**src/rtl/pool_window_sequencer_if.sv**
```systemverilog
// Handshake bundle between the window sequencer (master) and a 2x2 pooling responder (slave).
interface pool_window_sequencer_if;
  logic                  pool_start;
  logic [1:0][1:0][15:0] window_out;
  logic                  pool_finish;
  logic [15:0]           pool_pixel;

  modport master (output pool_start, window_out, input pool_finish, pool_pixel);
  modport slave  (input pool_start, window_out, output pool_finish, pool_pixel);
endinterface

```
**src/rtl/pool_window_sequencer.sv**
```systemverilog
// Walks a latched NxN map in 2x2 stride-2 windows, one responder handshake per window,
// collecting the returned pixels into an (N/2)x(N/2) map behind a single upstream handshake.
//
// state   | meaning
// IDLE    | waiting for start; latches image_in on acceptance
// ISSUE   | loads window_out for (row,col)
// WAIT_HI | pool_start high, waiting for pool_finish=1
// WAIT_LO | pool_start low, waiting for pool_finish=0, then advance
// DONE    | finish high until start is seen low
module pool_window_sequencer #(
  parameter int N = 4
) (
  input  logic                            clk,
  input  logic                            rst,
  input  logic                            start,
  input  logic [N-1:0][N-1:0][15:0]       image_in,
  output logic                            finish,
  output logic [N/2-1:0][N/2-1:0][15:0]   pooled_out,
  pool_window_sequencer_if.master         pw
);
  localparam int M  = N / 2;
  localparam int CW = (M > 1) ? $clog2(M) : 1;
  localparam int IW = (N > 2) ? $clog2(N) : 1;
  localparam logic [CW-1:0] LAST = CW'(M - 1);

  typedef enum logic [2:0] {
    S_IDLE,
    S_ISSUE,
    S_WAIT_HI,
    S_WAIT_LO,
    S_DONE
  } state_t;

  state_t                    state_q, state_d;
  logic [N-1:0][N-1:0][15:0] img_buf_q, img_buf_d;
  logic [CW-1:0]             row_q, row_d;
  logic [CW-1:0]             col_q, col_d;
  logic [1:0][1:0][15:0]     window_q, window_d;
  logic [M-1:0][M-1:0][15:0] pooled_q, pooled_d;
  logic                      pool_start_q, pool_start_d;
  logic                      finish_q, finish_d;
  logic [IW-1:0]             r0, r1, c0, c1;

  always_comb begin
    state_d      = state_q;
    img_buf_d    = img_buf_q;
    row_d        = row_q;
    col_d        = col_q;
    window_d     = window_q;
    pooled_d     = pooled_q;
    pool_start_d = pool_start_q;
    finish_d     = finish_q;
    r0 = IW'({row_q, 1'b0});
    c0 = IW'({col_q, 1'b0});
    r1 = r0 | IW'(1);
    c1 = c0 | IW'(1);

    case (state_q)
      S_IDLE: begin
        if (start) begin
          img_buf_d = image_in;
          row_d     = '0;
          col_d     = '0;
          state_d   = S_ISSUE;
        end
      end
      S_ISSUE: begin
        window_d[0][0] = img_buf_q[r0][c0];
        window_d[0][1] = img_buf_q[r0][c1];
        window_d[1][0] = img_buf_q[r1][c0];
        window_d[1][1] = img_buf_q[r1][c1];
        pool_start_d   = 1'b1;
        state_d        = S_WAIT_HI;
      end
      S_WAIT_HI: begin
        if (pw.pool_finish) begin
          pooled_d[row_q][col_q] = pw.pool_pixel;
          pool_start_d           = 1'b0;
          state_d                = S_WAIT_LO;
        end
      end
      S_WAIT_LO: begin
        if (!pw.pool_finish) begin
          if (row_q == LAST && col_q == LAST) begin
            finish_d = 1'b1;
            state_d  = S_DONE;
          end else begin
            if (col_q == LAST) begin
              col_d = '0;
              row_d = row_q + CW'(1);
            end else begin
              col_d = col_q + CW'(1);
            end
            state_d = S_ISSUE;
          end
        end
      end
      S_DONE: begin
        // Level start: a fresh run needs start to be seen low first.
        if (!start) begin
          finish_d = 1'b0;
          state_d  = S_IDLE;
        end
      end
      default: state_d = S_IDLE;
    endcase
  end

  always_ff @(posedge clk or posedge rst) begin
    if (rst) begin
      state_q      <= S_IDLE;
      img_buf_q    <= '0;
      row_q        <= '0;
      col_q        <= '0;
      window_q     <= '0;
      pooled_q     <= '0;
      pool_start_q <= 1'b0;
      finish_q     <= 1'b0;
    end else begin
      state_q      <= state_d;
      img_buf_q    <= img_buf_d;
      row_q        <= row_d;
      col_q        <= col_d;
      window_q     <= window_d;
      pooled_q     <= pooled_d;
      pool_start_q <= pool_start_d;
      finish_q     <= finish_d;
    end
  end

  assign finish        = finish_q;
  assign pooled_out    = pooled_q;
  assign pw.pool_start = pool_start_q;
  assign pw.window_out = window_q;
endmodule

```
**src/flat_wrapper.sv**
```systemverilog
// flat-port wrapper written by rule: the top's interface ports become plain ports
module pool_window_sequencer_flat 
#(
  parameter int N = 4
)
  (clk, rst, start, image_in, finish, pooled_out, pw_pool_start, pw_window_out, pw_pool_finish, pw_pool_pixel);
  pool_window_sequencer_if pw_i ();
  input  logic clk;
  input  logic rst;
  input  logic start;
  input  logic [N-1:0][N-1:0][15:0] image_in;
  output logic finish;
  output logic [N/2-1:0][N/2-1:0][15:0] pooled_out;
  output wire logic [$bits(pw_i.pool_start)-1:0] pw_pool_start;
  output wire logic [$bits(pw_i.window_out)-1:0] pw_window_out;
  input wire logic [$bits(pw_i.pool_finish)-1:0] pw_pool_finish;
  input wire logic [$bits(pw_i.pool_pixel)-1:0] pw_pool_pixel;
  assign pw_pool_start = pw_i.pool_start;
  assign pw_window_out = pw_i.window_out;
  assign pw_i.pool_finish = pw_pool_finish;
  assign pw_i.pool_pixel = pw_pool_pixel;
  pool_window_sequencer #(.N(N)) u_core (.clk(clk), .rst(rst), .start(start), .image_in(image_in), .finish(finish), .pooled_out(pooled_out), .pw(pw_i));
endmodule
```
**config.mk**
```make
export PLATFORM = sky130hd
export DESIGN_NAME = pool_window_sequencer_flat
export DESIGN_NICKNAME = d
export VERILOG_FILES = /design/src/rtl/pool_window_sequencer_if.sv /design/src/rtl/pool_window_sequencer.sv /design/src/flat_wrapper.sv
export SDC_FILE = /design/constraint.sdc
export NUM_CORES = 1
export LEC_CHECK = 0
export BUFFER_PORTS_ARGS = -buffer_cell sky130_fd_sc_hd__buf_4
export CORE_UTILIZATION = 40
export DETAILED_ROUTE_END_ITERATION = 8
export PLACE_DENSITY_LB_ADDON = 0.25
export SYNTH_ARGS = -nofsm -noshare
export SYNTH_HDL_FRONTEND = slang
export SYNTH_SLANG_ARGS = --single-unit
```
**constraint.sdc**
```tcl
create_clock -name clk -period 16.3 [get_ports clk]
set_input_delay 3.26 -clock clk [delete_from_list [all_inputs] [get_ports clk]]
set_output_delay 3.26 -clock clk [all_outputs]
set_load 0.02 [all_outputs]
```
==> flow_metrics.tcl <==
set metrics [dict create \
    required_ns 16.82 \
    layout.nets 1739 \
    min_period_ns 5.182 \
    skew_ns 0.01168 \
    clk_pin_slew_ns 0.06 \
    ir_drop_v 0.0001184 \
    synth_top_cell_area_share_pct 60.17 \
    post_cts_resized 0 \
    timing.rr.end "u_core.img_buf_q[198]" \
    antenna_found_initial 6 \
    min_to "u_core.img_buf_q[108]" \
    hold_violations 0 \
    fin_hold_ws_ns 0.4794 \
    die_area_um2 41470 \
    final-setup-viol-count 0 \
    avgSynthCellArea_um2 15.11 \
    ant_nets 0 \
    boundaryPins 406 \
    first_pass_iters 4 \
    ys_seq_area_share_pct 60.17 \
    fin_util_pct 52.61 \
    gr-total-overflow 0 \
    fp.dieW_um 203.6 \
    clock_path_buffers 3 \
    dp_cells 1943 \
    syn_inst 1076 \
    startpoint_type "input port" \
    slew_headroom_pct 27.46 \
    cts_tree "built" \
    synth_area_um2 16260 \
    fin_crit_sh_pct 31.79 \
    hold_path.class "flip-flop to flip-flop" \
    fin_ws_ns 11.12 \
    pre_cts_ws_ns 10.19 \
    synthTopCellsByArea "dfrtp_1 (60%), mux2_1 (17%), mux2i_1 (7.9%)" \
    p_leak_nw 9.957 \
    synth_seq_cells 391 \
    totalWireLength_um 40070 \
    final_area_um2 21000 \
    routedWlPerCell_um 19.85 \
    post-cts-setup-buffers 0 \
    initial_utilization_pct 40.74 \
    slew_violations 0 \
    ctsRootBufferMaster "clkbuf_16" \
    endpoint_kind "async pin" \
    ys_types 34 \
    grt_setup_unrepaired "false" \
    r2r_start "u_core.state_q[0]" \
    reg2regPathDepth 4 \
    place.gp.congestion 0.7910 \
    grt_max_degree 174 \
    max_freq_mhz 193.0 \
    gr-usage-all-layers_pct 19.54 \
    power_density_nw_per_um2 200.6 \
    hold_start "u_core.img_buf_q[108]" \
    clkSinkCount 391 \
    core_um2 39910 \
    crit_fanout 173 \
    vias 10280 \
    grt_pass1_vias 10950 \
    grt_pass1_wl_um 62950 \
    place_hpwl_um 26140 \
    row_count 73 \
    synth_nets 1352 \
    clkLatencyLatePin_ns 0.55 \
    fin_tns_setup_ns 0 \
    h-tree-depth 2 \
    power_mw 4.211 \
    vias_per_cell 5.091 \
    hold_path_depth 1 \
    stdcell_count 2019 \
    drc 0 \
    r2r_slack_ns 13.40 \
    worstMarginPinSlew_ns 1.088 \
    cts_inserted_buffers 43 \
    cts_hold_buf 0 \
    yosysTopAreaCell "dfrtp_1" \
    io_buffers 405 \
    synth_warnings 0 \
    path_class "input port to async pin" \
    placed_cell_area_um2 19540 \
    maxCapViolCount 0 \
    drt_iter0_markers 423 \
    syn2layout_area_growth_pct 29.12 \
    cp.arrival_ns 5.70 \
    die_h_um 203.6 \
    drive_gt1_share_pct 37.94 \
    status "completed" \
]
==> Yosys cell counts <==
cell type and instances:
nand3_1 1, nor3_1 1, buf_2 23, inv_1 1
a21bo_2 1, or3b_2 1, a21oi_1 2, a32oi_1 1
mux2_2 81, mux2i_1 129, nand4_1 1, nor2_8 1
nand3b_1 2, buf_4 4, clkbuf_1 15, nand3b_2 2
o31a_1 1, a21boi_0 1, o221ai_1 64, a31o_2 1
or3b_4 1, or3_1 1, nor2_1 7, buf_12 2
o21ai_0 2, nor4_1 1, and4bb_2 1, dfrtp_1 391
nand4bb_1 1, buf_6 25, buf_1 3, o22a_1 1
mux2_1 239, nand2_1 68
==> layout by cell type (no fill, tap or decap), types with 5 or more instances in the layout <==
cell	Yosys	layout
clkbuf_8	0	8
clkbuf_1	15	14
mux2_2	81	81
bufinv_16	0	5
dfrtp_1	391	390
nand2_1	68	68
buf_4	4	412
mux2i_1	129	129
mux2_1	239	239
o221ai_1	64	64
clkbuf_16	0	45
nor2_1	7	7
==> registers in the layout, indices dropped and copies added, names as in the netlist <==
name / cells
u_core.col_q: 1
u_core.finish: 1
u_core.img_buf_q: 256
u_core.pooled_out: 64
u_core.pw.pool_start: 1
u_core.pw.window_out: 64
u_core.row_q: 1
u_core.state_q: 3
==> kinds of logic after synthesis <==
kind of cell | after synthesis | share of synthesized area, %
mux | 449 | 30.10
flops | 391 | 60.17
simple gates | 89 | 2.531
compound gates | 74 | 3.893
buf+inv | 73 | 3.308
==> per-layer routing <==
metal  vias to the layer above  share of wire [%]  GRT usage [%]  wire length, µm
met1                      5210                 42          25.08            16860
li1                       4701                  -              -                -
met2                       290                 48          31.21            19060
met5                         -               0.10              0               41
met3                        70                7.6          6.152             3065
met4                         8                2.6          6.498             1042
==> worst max-delay path, cell delays in order <==
cell and delay, ns:
buf_4 0.13, inv_8 0.55, buf_12 0.58, buf_4 0.93
==> area by class of cell <==
type | instances | area (µm²)
sequential | 391 | 9788
tap | 525 | 656.9
clock inverter | 7 | 160.2
clock buffer | 67 | 1289
inverter | 1 | 11.26
antenna | 2 | 5.005
multi-input combinational | 612 | 5954
timing repair buffer | 414 | 3133
fill | 3443 | 18920
==> power by group <==
group | switching (mW) | internal [mW] | leakage, nW
clock network | 0.379 | 0.619 | 0.707
logic | 0.732 | 0.749 | 4.53
registers | 0.276 | 1.46 | 4.72
total | 1.39 | 2.82 | 9.96
==> worst max path at each step <==
stage / from / to / slack, ns / cells after the start
2_1_floorplan: rst / u_core.col_q / 2.17 / 1
3_3_place_gp: rst / u_core.img_buf_q[146] / 10.24 / 4
3_5_place_dp: rst / u_core.img_buf_q[182] / 10.19 / 4
4_1_cts: rst / u_core.img_buf_q[182] / 10.78 / 4
5_1_grt: rst / u_core.img_buf_q[149] / 10.44 / 4
6_report: rst / u_core.img_buf_q[20] / 11.12 / 4
Note: power is estimated with default switching activity, not from simulation.
